===== src/rtl/snitch_icache_pkg.sv =====
// Shared types and constants for the instruction-cache event counter block.
package snitch_icache_pkg;

  // Per-fetch-port L0 event strobes (bit 0 is l0_miss).
  typedef struct packed {
    logic l0_stall;
    logic l0_double_hit;
    logic l0_prefetch;
    logic l0_hit;
    logic l0_miss;
  } icache_l0_events_t;

  // Shared L1 event strobes (bit 0 is l1_miss).
  typedef struct packed {
    logic l1_handler_stall;
    logic l1_stall;
    logic l1_hit;
    logic l1_miss;
  } icache_l1_events_t;

  localparam int unsigned ICACHE_EVT_NUM   = 9;
  localparam int unsigned ICACHE_EVT_IDX_W = 4;

  localparam int unsigned ICACHE_EVT_L0_MISS          = 0;
  localparam int unsigned ICACHE_EVT_L0_HIT           = 1;
  localparam int unsigned ICACHE_EVT_L0_PREFETCH      = 2;
  localparam int unsigned ICACHE_EVT_L0_DOUBLE_HIT    = 3;
  localparam int unsigned ICACHE_EVT_L0_STALL         = 4;
  localparam int unsigned ICACHE_EVT_L1_MISS          = 5;
  localparam int unsigned ICACHE_EVT_L1_HIT           = 6;
  localparam int unsigned ICACHE_EVT_L1_STALL         = 7;
  localparam int unsigned ICACHE_EVT_L1_HANDLER_STALL = 8;

  typedef enum logic [0:0] {
    StIdle,
    StResp
  } evt_rd_state_e;

endpackage


===== src/rtl/snitch_icache_evt_cnt.sv =====
// Single event counter with sticky overflow flag.
// Build option: SNITCH_ICACHE_EVT_SATURATE_EN makes the counter saturate at all-ones
// instead of wrapping.
module snitch_icache_evt_cnt #(
  parameter int unsigned CNT_WIDTH  = 32,
  parameter int unsigned INCR_WIDTH = 3
) (
  input  logic                  clk,
  input  logic                  rst_n,
  input  logic                  clear,
  input  logic                  en,
  input  logic [INCR_WIDTH-1:0] incr,
  output logic [CNT_WIDTH-1:0]  q,
  output logic                  overflow
);

  logic [CNT_WIDTH-1:0] cnt_q, cnt_d;
  logic                 ovf_q, ovf_d;
  logic [CNT_WIDTH:0]   sum;

  // Extra top bit of the sum is the carry out.
  assign sum = {1'b0, cnt_q} + (CNT_WIDTH + 1)'(incr);

  // Next-state: clear wins over counting; overflow flag is sticky.
  always_comb begin
    cnt_d = cnt_q;
    ovf_d = ovf_q;
    if (clear) begin
      cnt_d = '0;
      ovf_d = 1'b0;
    end else if (en) begin
      if (sum[CNT_WIDTH]) begin
        ovf_d = 1'b1;
      end
`ifdef SNITCH_ICACHE_EVT_SATURATE_EN
      cnt_d = sum[CNT_WIDTH] ? '1 : sum[CNT_WIDTH-1:0];
`else
      cnt_d = sum[CNT_WIDTH-1:0];
`endif
    end
  end

  // Counter and flag registers.
  always_ff @(posedge clk or negedge rst_n) begin
    if (!rst_n) begin
      cnt_q <= '0;
      ovf_q <= 1'b0;
    end else begin
      cnt_q <= cnt_d;
      ovf_q <= ovf_d;
    end
  end

  assign q        = cnt_q;
  assign overflow = ovf_q;

endmodule


===== src/rtl/snitch_icache_evt_counter.sv =====
// Aggregates per-port L0 and shared L1 instruction-cache events into nine counters and
// exposes them through a valid/ready read port with sticky overflow flags.
// Build option: SNITCH_ICACHE_EVT_SATURATE_EN (saturating counters, see snitch_icache_evt_cnt).
module snitch_icache_evt_counter
  import snitch_icache_pkg::*;
#(
  parameter int unsigned NR_FETCH_PORTS = 4,
  parameter int unsigned CNT_WIDTH      = 32
) (
  input  logic                                   clk_i,
  input  logic                                   rst_ni,
  input  logic                                   enable_i,
  input  logic                                   clear_i,
  input  icache_l0_events_t [NR_FETCH_PORTS-1:0] l0_events_i,
  input  icache_l1_events_t                      l1_events_i,
  input  logic                                   req_valid_i,
  output logic                                   req_ready_o,
  input  logic [ICACHE_EVT_IDX_W-1:0]            req_idx_i,
  output logic                                   rsp_valid_o,
  input  logic                                   rsp_ready_i,
  output logic [CNT_WIDTH-1:0]                   rsp_data_o,
  output logic                                   rsp_err_o,
  output logic [ICACHE_EVT_NUM-1:0]              overflow_o
);

  localparam int unsigned IncrWidth = $clog2(NR_FETCH_PORTS + 1);

  logic [IncrWidth-1:0] incr [ICACHE_EVT_NUM];
  logic [CNT_WIDTH-1:0] cnt  [ICACHE_EVT_NUM];

  // Popcount each L0 field across all fetch ports; L1 strobes map straight to 0/1.
  always_comb begin
    for (int i = 0; i < ICACHE_EVT_NUM; i++) begin
      incr[i] = '0;
    end
    for (int p = 0; p < NR_FETCH_PORTS; p++) begin
      incr[ICACHE_EVT_L0_MISS]       = incr[ICACHE_EVT_L0_MISS]
                                       + IncrWidth'(l0_events_i[p].l0_miss);
      incr[ICACHE_EVT_L0_HIT]        = incr[ICACHE_EVT_L0_HIT]
                                       + IncrWidth'(l0_events_i[p].l0_hit);
      incr[ICACHE_EVT_L0_PREFETCH]   = incr[ICACHE_EVT_L0_PREFETCH]
                                       + IncrWidth'(l0_events_i[p].l0_prefetch);
      incr[ICACHE_EVT_L0_DOUBLE_HIT] = incr[ICACHE_EVT_L0_DOUBLE_HIT]
                                       + IncrWidth'(l0_events_i[p].l0_double_hit);
      incr[ICACHE_EVT_L0_STALL]      = incr[ICACHE_EVT_L0_STALL]
                                       + IncrWidth'(l0_events_i[p].l0_stall);
    end
    incr[ICACHE_EVT_L1_MISS]          = IncrWidth'(l1_events_i.l1_miss);
    incr[ICACHE_EVT_L1_HIT]           = IncrWidth'(l1_events_i.l1_hit);
    incr[ICACHE_EVT_L1_STALL]         = IncrWidth'(l1_events_i.l1_stall);
    incr[ICACHE_EVT_L1_HANDLER_STALL] = IncrWidth'(l1_events_i.l1_handler_stall);
  end

  for (genvar i = 0; i < ICACHE_EVT_NUM; i++) begin : g_cnt
    snitch_icache_evt_cnt #(
      .CNT_WIDTH  (CNT_WIDTH),
      .INCR_WIDTH (IncrWidth)
    ) u_cnt (
      .clk      (clk_i),
      .rst_n    (rst_ni),
      .clear    (clear_i),
      .en       (enable_i),
      .incr     (incr[i]),
      .q        (cnt[i]),
      .overflow (overflow_o[i])
    );
  end

  evt_rd_state_e        state_q, state_d;
  logic [CNT_WIDTH-1:0] data_q, data_d;
  logic                 err_q, err_d;
  logic                 req_fire;

  assign rsp_valid_o = (state_q == StResp);
  // A pending response being consumed frees the slot in the same cycle.
  assign req_ready_o = ~rsp_valid_o | rsp_ready_i;
  assign req_fire    = req_valid_i & req_ready_o;

  // Read FSM next-state and response capture.
  always_comb begin
    state_d = state_q;
    data_d  = data_q;
    err_d   = err_q;
    unique case (state_q)
      StIdle: begin
        if (req_fire) state_d = StResp;
      end
      StResp: begin
        if (req_fire) begin
          state_d = StResp;
        end else if (rsp_ready_i) begin
          state_d = StIdle;
        end
      end
      default: state_d = StIdle;
    endcase
    if (req_fire) begin
      if (req_idx_i < ICACHE_EVT_IDX_W'(ICACHE_EVT_NUM)) begin
        data_d = cnt[req_idx_i];
        err_d  = 1'b0;
      end else begin
        data_d = '0;
        err_d  = 1'b1;
      end
    end
  end

  // Read FSM and response registers.
  always_ff @(posedge clk_i or negedge rst_ni) begin
    if (!rst_ni) begin
      state_q <= StIdle;
      data_q  <= '0;
      err_q   <= 1'b0;
    end else begin
      state_q <= state_d;
      data_q  <= data_d;
      err_q   <= err_d;
    end
  end

  assign rsp_data_o = data_q;
  assign rsp_err_o  = err_q;

endmodule


===== config.mk =====
export PLATFORM = sky130hd
export DESIGN_NAME = snitch_icache_evt_counter
export DESIGN_NICKNAME = d
export VERILOG_FILES = /design/src/rtl/snitch_icache_pkg.sv /design/src/rtl/snitch_icache_evt_cnt.sv /design/src/rtl/snitch_icache_evt_counter.sv
export SDC_FILE = /design/constraint.sdc
export NUM_CORES = 1
export LEC_CHECK = 0
export CAP_MARGIN = 25
export CORE_MARGIN = 1
export CORE_UTILIZATION = 61
export DETAILED_ROUTE_END_ITERATION = 12
export PLACE_DENSITY = 0.8
export SYNTH_ARGS = -nofsm -noshare
export SYNTH_HDL_FRONTEND = slang
export SYNTH_SLANG_ARGS = --single-unit

===== constraint.sdc =====
create_clock -name clk_i -period 3.92 [get_ports clk_i]
set_input_delay 0.588 -clock clk_i [delete_from_list [all_inputs] [get_ports clk_i]]
set_output_delay 0.588 -clock clk_i [all_outputs]
set_load 0.1 [all_outputs]

======== Yosys cells after proc, flatten, opt, wreduce, memory -nomap -nowiden ========
Index checks and enable logic that the tools add are counted.
operators by class
  reductions and logical operators ........ 19
  add/sub/neg operators ................... 24
  $lt $le $gt $ge ......................... 2
  bitwise logic cells ..................... 4
  multiplexer cells ....................... 54
operator list
  cell                                               number
  32-bit 2-to-1 mux                                  21
  32-bit by 3-bit adder with 33-bit output           5
  32-bit by 1-bit adder with 33-bit output           4
  32-bit binary-select mux with 4-bit select         1
  1-bit 2-to-1 mux                                   31
  2-bit nonzero test                                 10
  2-bit AND reduction                                9
  2-bit by 1-bit adder with 3-bit output             5
  3-bit by 1-bit adder with 3-bit output             5
  1-bit by 1-bit adder with 2-bit output             5
  5-bit >= comparator, second input constant         1
  4-bit inverter with 5-bit output                   1
  4-bit less-than comparator, second input constant  1
  1-bit case mux with 2 select lines                 1
  1-bit bitwise AND                                  1
  1-bit inverter                                     1
  1-bit bitwise OR                                   1
storage, ports and cells
  input bits .............................. 34
  register bits ........................... 331

======== Longest topological paths before layout ========
  depth in word-level cells ............... 7
  gate-level depth with buffers ........... 10

======== Hierarchy ========
Synthesis repeated with hierarchy kept, for this count alone.
second synthesis, totals
  cells, all modules ...................... 2049
  area, all modules ....................... 20754.9 sq um
modules (own cells, without submodules)
  module                                      cells each  area an instance (sq um)  times used
  snitch_icache_evt_cnt (g_cnt[4].u_cnt ...)  197         1926.8                    5
  snitch_icache_evt_cnt (g_cnt[0].u_cnt ...)  198         1926.8                    4
  snitch_icache_evt_counter                   272         3413.3                    1

======== Least setup slack after synthesis ========
Ideal clock, no wire load.
  kind .................................... register to register
  from .................................... reg state_q, in the netlist rsp_valid_o
  to ...................................... reg data_q[10], in the netlist rsp_data_o[10]
  setup slack ............................. 1.023 ns
  period minus slack after synthesis ...... 2.897 ns
  setup time .............................. 0.133 ns
  cell stages (with the launch flop) ...... 7
  path buffers ............................ 1
  data arrival time ....................... 2.764 ns
  cells stage by stage .................... dfrtp_1 -> nand2b_1 -> nand2_1 -> nor2_1 -> clkbuf_1 -> a22oi_1 -> o21ai_0
between the ends
  cells in the longest elaborated chain, start to end .. 3
ends and longest elaborated chain
  what                    line                              source
  start, declared         snitch_icache_evt_counter.sv:69   evt_rd_state_e state_q, state_d;
  start signal, assigned  snitch_icache_evt_counter.sv:111  state_q <= StIdle;
  start signal, assigned  snitch_icache_evt_counter.sv:115  state_q <= state_d;
  1-bit inverter          snitch_icache_evt_counter.sv:76   assign req_ready_o = ~rsp_valid_o | rsp_ready_i;
  1-bit bitwise OR        snitch_icache_evt_counter.sv:76
  net req_ready_o         snitch_icache_evt_counter.sv:17   output logic req_ready_o,
  1-bit bitwise AND       snitch_icache_evt_counter.sv:77   assign req_fire = req_valid_i & req_ready_o;
  end signal, assigned    snitch_icache_evt_counter.sv:116  data_q <= data_d;
  end, declared           snitch_icache_evt_counter.sv:70   logic [CNT_WIDTH-1:0] data_q, data_d;
The timed path passes the listed nets, and every way through them passes these cells.
A chain may end at the register's enable or synchronous reset.

======== Worst setup path in the final report ========
  from .................................... in l0_events_i[4] in the netlist's numbering
  to ...................................... reg g_cnt[4].u_cnt.cnt_q[22]
between the ends
  cells in the longest elaborated chain, start to end .. 6
ends and longest elaborated chain
  what                                      line                             source
  start, declared                           snitch_icache_evt_counter.sv:14  input icache_l0_events_t [NR_FETCH_PORTS-1:0] l0_events_i,
  1-bit by 1-bit adder with 2-bit output    snitch_icache_evt_counter.sv:46  + IncrWidth'(l0_events_i[p].l0_stall);
  2-bit by 1-bit adder with 3-bit output    snitch_icache_evt_counter.sv:46
  3-bit by 1-bit adder with 3-bit output    snitch_icache_evt_counter.sv:46
  32-bit by 3-bit adder with 33-bit output  snitch_icache_evt_cnt.sv:22      assign sum = {1'b0, cnt_q} + (CNT_WIDTH + 1)'(incr);
  32-bit 2-to-1 mux                         snitch_icache_evt_cnt.sv:31      end else if (en) begin
  32-bit 2-to-1 mux                         snitch_icache_evt_cnt.sv:28      if (clear) begin
  end signal, assigned                      snitch_icache_evt_cnt.sv:49      cnt_q <= cnt_d;
  end, declared                             snitch_icache_evt_cnt.sv:17      logic [CNT_WIDTH-1:0] cnt_q, cnt_d;
No other way between the ends. The select of a mux whose other input is x is not followed.

==> impl_summary.log <==
[metrics] number of hold violations in the final report: 0
[metrics] Stages on worst setup path: 11
[metrics] instance count of the mapped netlist: 1794
[metrics] Die ar.: 31000 um2
[metrics] routing usage on met1: 45.2%
[metrics] Total Power: 7.34 mW
[metrics] headroom to the max-slew limit: 32.5%
[metrics] average instance area after synthesis: 10.3 um2
[metrics] maximum clock insertion buffer count: 3
[metrics] measured slew at the worst slew-check pin: 1.01 ns
[metrics] area of the mapped netlist: 18500 um2
[metrics] TritonCTS clock tree: done
[metrics] adder-cell area share of the yosys netlist: 2.51%
[metrics] number of enable-type register cells in the synthesized netlist: 0
[metrics] final worst clock skew: 0.0187 ns
[metrics] buffer type at the clock tree root: clkbuf_16
[metrics] cell type contributing the most total cell area after synthesis: dfrtp_1
[metrics] number of max-cap violations: 0
[metrics] status: finished, final reports clean
[metrics] beginning of the worst register-to-register path: g_cnt[7].u_cnt.q[0]
[metrics] routing usage on met3: 7.64%
[metrics] Ports: 78
[metrics] peak supply drop: 0.223 mV
[metrics] cell area reported after detailed placement: 19600 um2
[metrics] setup tns final: 0 ns
[metrics] number of sinks on the clock net: 331
[metrics] time the final worst path needs with I/O delays and setup: 3.09 ns
[metrics] post-synthesis compound-gate area fraction: 5.74%
[metrics] number of global-route vias before repair: 14400
[metrics] portion of the clock cycle consumed by the worst path in the final layout: 78.9%
[metrics] initial detailed-routing violation count: 1648
[metrics] fraction of registers with async set/reset: 100%
[metrics] first-pass GRT wire length: 79500 um
[metrics] commonest non-fill, non-tap cells in the layout: dfrtp_1 (331), nor2_1 (295), xor2_1 (167)
[metrics] simple-gate portion of the synthesized area: 22.0%
[metrics] flip-flop and latch count after synthesis: 331
[metrics] Final setup viols: 0
[metrics] Final Slew Violations: 0
[metrics] maximum number of pins on one net before global-route repair: 100
[metrics] top fanout value on the critical path: 5
[metrics] type of the worst setup path: primary input to flip-flop
[metrics] achievable clock frequency: 0.324 GHz
[metrics] placement-stage worst setup slack: 0.295 ns
[metrics] sequence of cells on the critical path: clkdlybuf4s50_1 > fa_1 > inv_1 > fa_1 > inv_1 > fa_1 > o2111ai_1 > nor2_1 > nand3_1 > xor2_1 > nor2_1
[metrics] Core Area: 29700 um2
[metrics] parity-gate share of the synthesized area counting xor and xnor cells: 11.5%
[metrics] highest-delay cell along the critical path: fa_1
[metrics] initial cell density of the core: 62.2%
[metrics] largest stage delay on the critical path: 0.55 ns
[metrics] Core Util, Final: 69.7%
[metrics] average wire per standard cell: 22.1 um
[metrics] most common cell after layout, fill and taps aside: dfrtp_1
[metrics] CP startpoint kind: primary input
[metrics] floorplan row count: 63
[metrics] power per cell area: 354 nW/um2
[metrics] die boundary height: 176 um
[metrics] final antenna diode count: 0
[metrics] post_cts resized: 0
[metrics] initial antenna violation count: 2
[metrics] number of remaining DRC errors: 0
[metrics] routability congestion estimate: 0.988
[metrics] Remaining Overflow, GRT: 0
[metrics] CP endpoint kind: flip-flop
[metrics] proportion of synthesized chip area in sequential cells: 44.8%
[metrics] Worst path top cell family by delay: adder cells
[metrics] count of vias placed by the detailed router: 14800
[metrics] Clock Pin Slew Worst Setup and Hold Paths: 0.06 ns
[metrics] count of cells along the worst register-to-register path: 7
[metrics] unrepaired setup endpoints after global routing: no
[metrics] router iterations before antenna repair: 7
[metrics] Post-CTS Hold Buffers: 0
[metrics] Syn. warnings: 0
[metrics] count of buffers from port buffering: 77
[metrics] most crowded layer after global routing: met2
[metrics] ys flop type: dfrtp_1
[metrics] reg-to-reg critical path endpoint: g_cnt[7].u_cnt.q[20]
[metrics] data arrival time of the worst path: 3.48 ns
[metrics] die width: 176 um
[metrics] Non-Filler Cell Area, Final: 20700 um2
[metrics] cell types with the largest area share after synthesis: dfrtp_1 (45%), xor2_1 (7.9%), mux4_2 (7.8%), nor2_1 (6.0%), xnor2_1 (3.6%)
[metrics] number of buffers inserted to repair setup after CTS: 0
[metrics] worst-case register-to-register setup slack: 1.34 ns
[metrics] combined buffer and inverter count along the critical path: 3
[metrics] number of antenna-violating nets in the routed design: 0
[metrics] type of the worst min-delay path: primary input to asynchronous set/reset pin
[metrics] area share of the leading cell type in the synthesized netlist: 44.8%
[metrics] Worst path most repeated cell: fa_1
[metrics] met2 Resource Use GR: 50.6%
[metrics] Synth cell types: 57
[metrics] Lkg Pwr: 8.61 nW
[metrics] Area Growth Syn to Fin: 12.1%
[metrics] net count of the mapped netlist: 1856
[metrics] clock buffers created by TritonCTS: 36
[metrics] Total Nets Final: 1907
[metrics] Via-to-Cell Ratio: 6.58
[metrics] total global-route track usage: 33.3%
[metrics] Crit path required time: 4.31 ns
[metrics] DPL Wire Length: 35400 um
[metrics] combinational family with the most area after synthesis: simple AND/OR/NAND/NOR gates
[metrics] source-to-sink clock delay at the later pin of the worst-skew pair: 0.52 ns
[metrics] fraction of synthesized area in multiplexers: 10.4%
[metrics] fraction of final layout cells with drive strength greater than 1: 10.0%
[metrics] final setup margin: 0.829 ns
[metrics] number of H-tree levels: 2
[metrics] total wirelength of the detailed-routed design: 49800 um
==> how the worst max path moves through the flow <==
stage                      endpoint            from  slack (ns)
2_1_floorplan        rsp_data_o[10]     rsp_valid_o        1.02
3_3_place_gp   g_cnt[3].u_cnt.q[18]  l0_events_i[3]        0.38
3_5_place_dp   g_cnt[0].u_cnt.q[10]  l0_events_i[0]        0.30
4_1_cts        g_cnt[0].u_cnt.q[22]  l0_events_i[0]        0.84
5_1_grt        g_cnt[3].u_cnt.q[20]  l0_events_i[3]        0.64
6_report       g_cnt[4].u_cnt.q[22]  l0_events_i[4]        0.83
==> metal layers <==
| layer | wire length (um) | part of all wire (%) | up-vias |
|---|---|---|---|
| li1 | - | - | 6509 |
| met1 | 19600 | 39 | 7406 |
| met2 | 22700 | 45 | 799 |
| met3 | 5130 | 10 | 130 |
| met4 | 2410 | 4.8 | 2 |
| met5 | 13 | 0.026 | - |
==> power breakdown <==
group          leakage (nW)  switching (mW)  internal, mW
Clock                 0.564            1.36          1.92
Sequential             4.61          0.0549          3.45
Combinational          3.44           0.361         0.190
Total                  8.61            1.78          5.56
==> flip-flops by register name, indices dropped and copies added, names as in the netlist <==
signal	count
g_cnt.u_cnt.overflow	9
g_cnt.u_cnt.q	288
rsp_data_o	32
rsp_err_o	1
rsp_valid_o	1
==> worst reg2reg max path, delay by kind of cell (launching register included) <==
kind / cells / cell delay (ns)
and+or+nand+nor: 3 / 0.92
DFF: 1 / 0.38
AOI/OAI and AO/OA: 1 / 0.35
adders and majority gates: 2 / 0.63
xor gates and xnor gates: 1 / 0.16
==> metrics by stage <==
stage	cells	hold WS, ns
after floorplan	1794	0.292
after global placement	2197	0.480
after detailed placement	2197	0.492
after CTS	2256	0.143
after global routing	2256	0.177
final	2256	0.113
==> synth_stat cells, types with 3 or more instances <==
master       n
a211oi_1     3
a21oi_1     28
a22oi_1     32
a31oi_1      5
a41oi_1      3
and2_1      11
and3_1      44
and4_1      35
buf_1        7
buf_2       17
buf_4       11
clkbuf_1    58
dfrtp_1    331
fa_1        15
ha_1        13
inv_1       35
mux2i_1     47
mux4_2      64
nand2_1     90
nand2b_1     3
nand3_1    103
nand4_1     86
nor2_1     296
nor2b_1      9
nor3_1      30
nor3_2       8
nor4_1      18
nor4_2      10
nor4b_2      3
o2111a_1     5
o2111ai_1   12
o211ai_1     6
o21ai_0     57
or3_1       26
xnor2_1     76
xor2_1     167
==> cells by family (layout without fill, tap and decap cells) <==
| family | count (synthesis) | count (layout) |
|---|---|---|
| flip-flops | 331 | 331 |
| buffers and inverters | 129 | 201 |
| XOR/XNOR | 243 | 243 |
| adder cells (fa/ha/maj) | 28 | 28 |
| AND/OR/NAND/NOR | 789 | 789 |
| multiplexers | 112 | 112 |
| AO/OA/AOI/OAI | 162 | 162 |
==> cell type report <==
| type | count | area, um2 |
|---|---|---|
| Clock buffer | 49 | 1040 |
| Clock inverter | 10 | 81.3 |
| Fill cell | 2103 | 9000 |
| Inverter | 36 | 135 |
| Multi-Input combinational cell | 1334 | 9640 |
| Sequential cell | 331 | 8280 |
| Tap cell | 390 | 488 |
| Timing Repair Buffer | 106 | 1040 |
(Power assumes the default switching activity.)
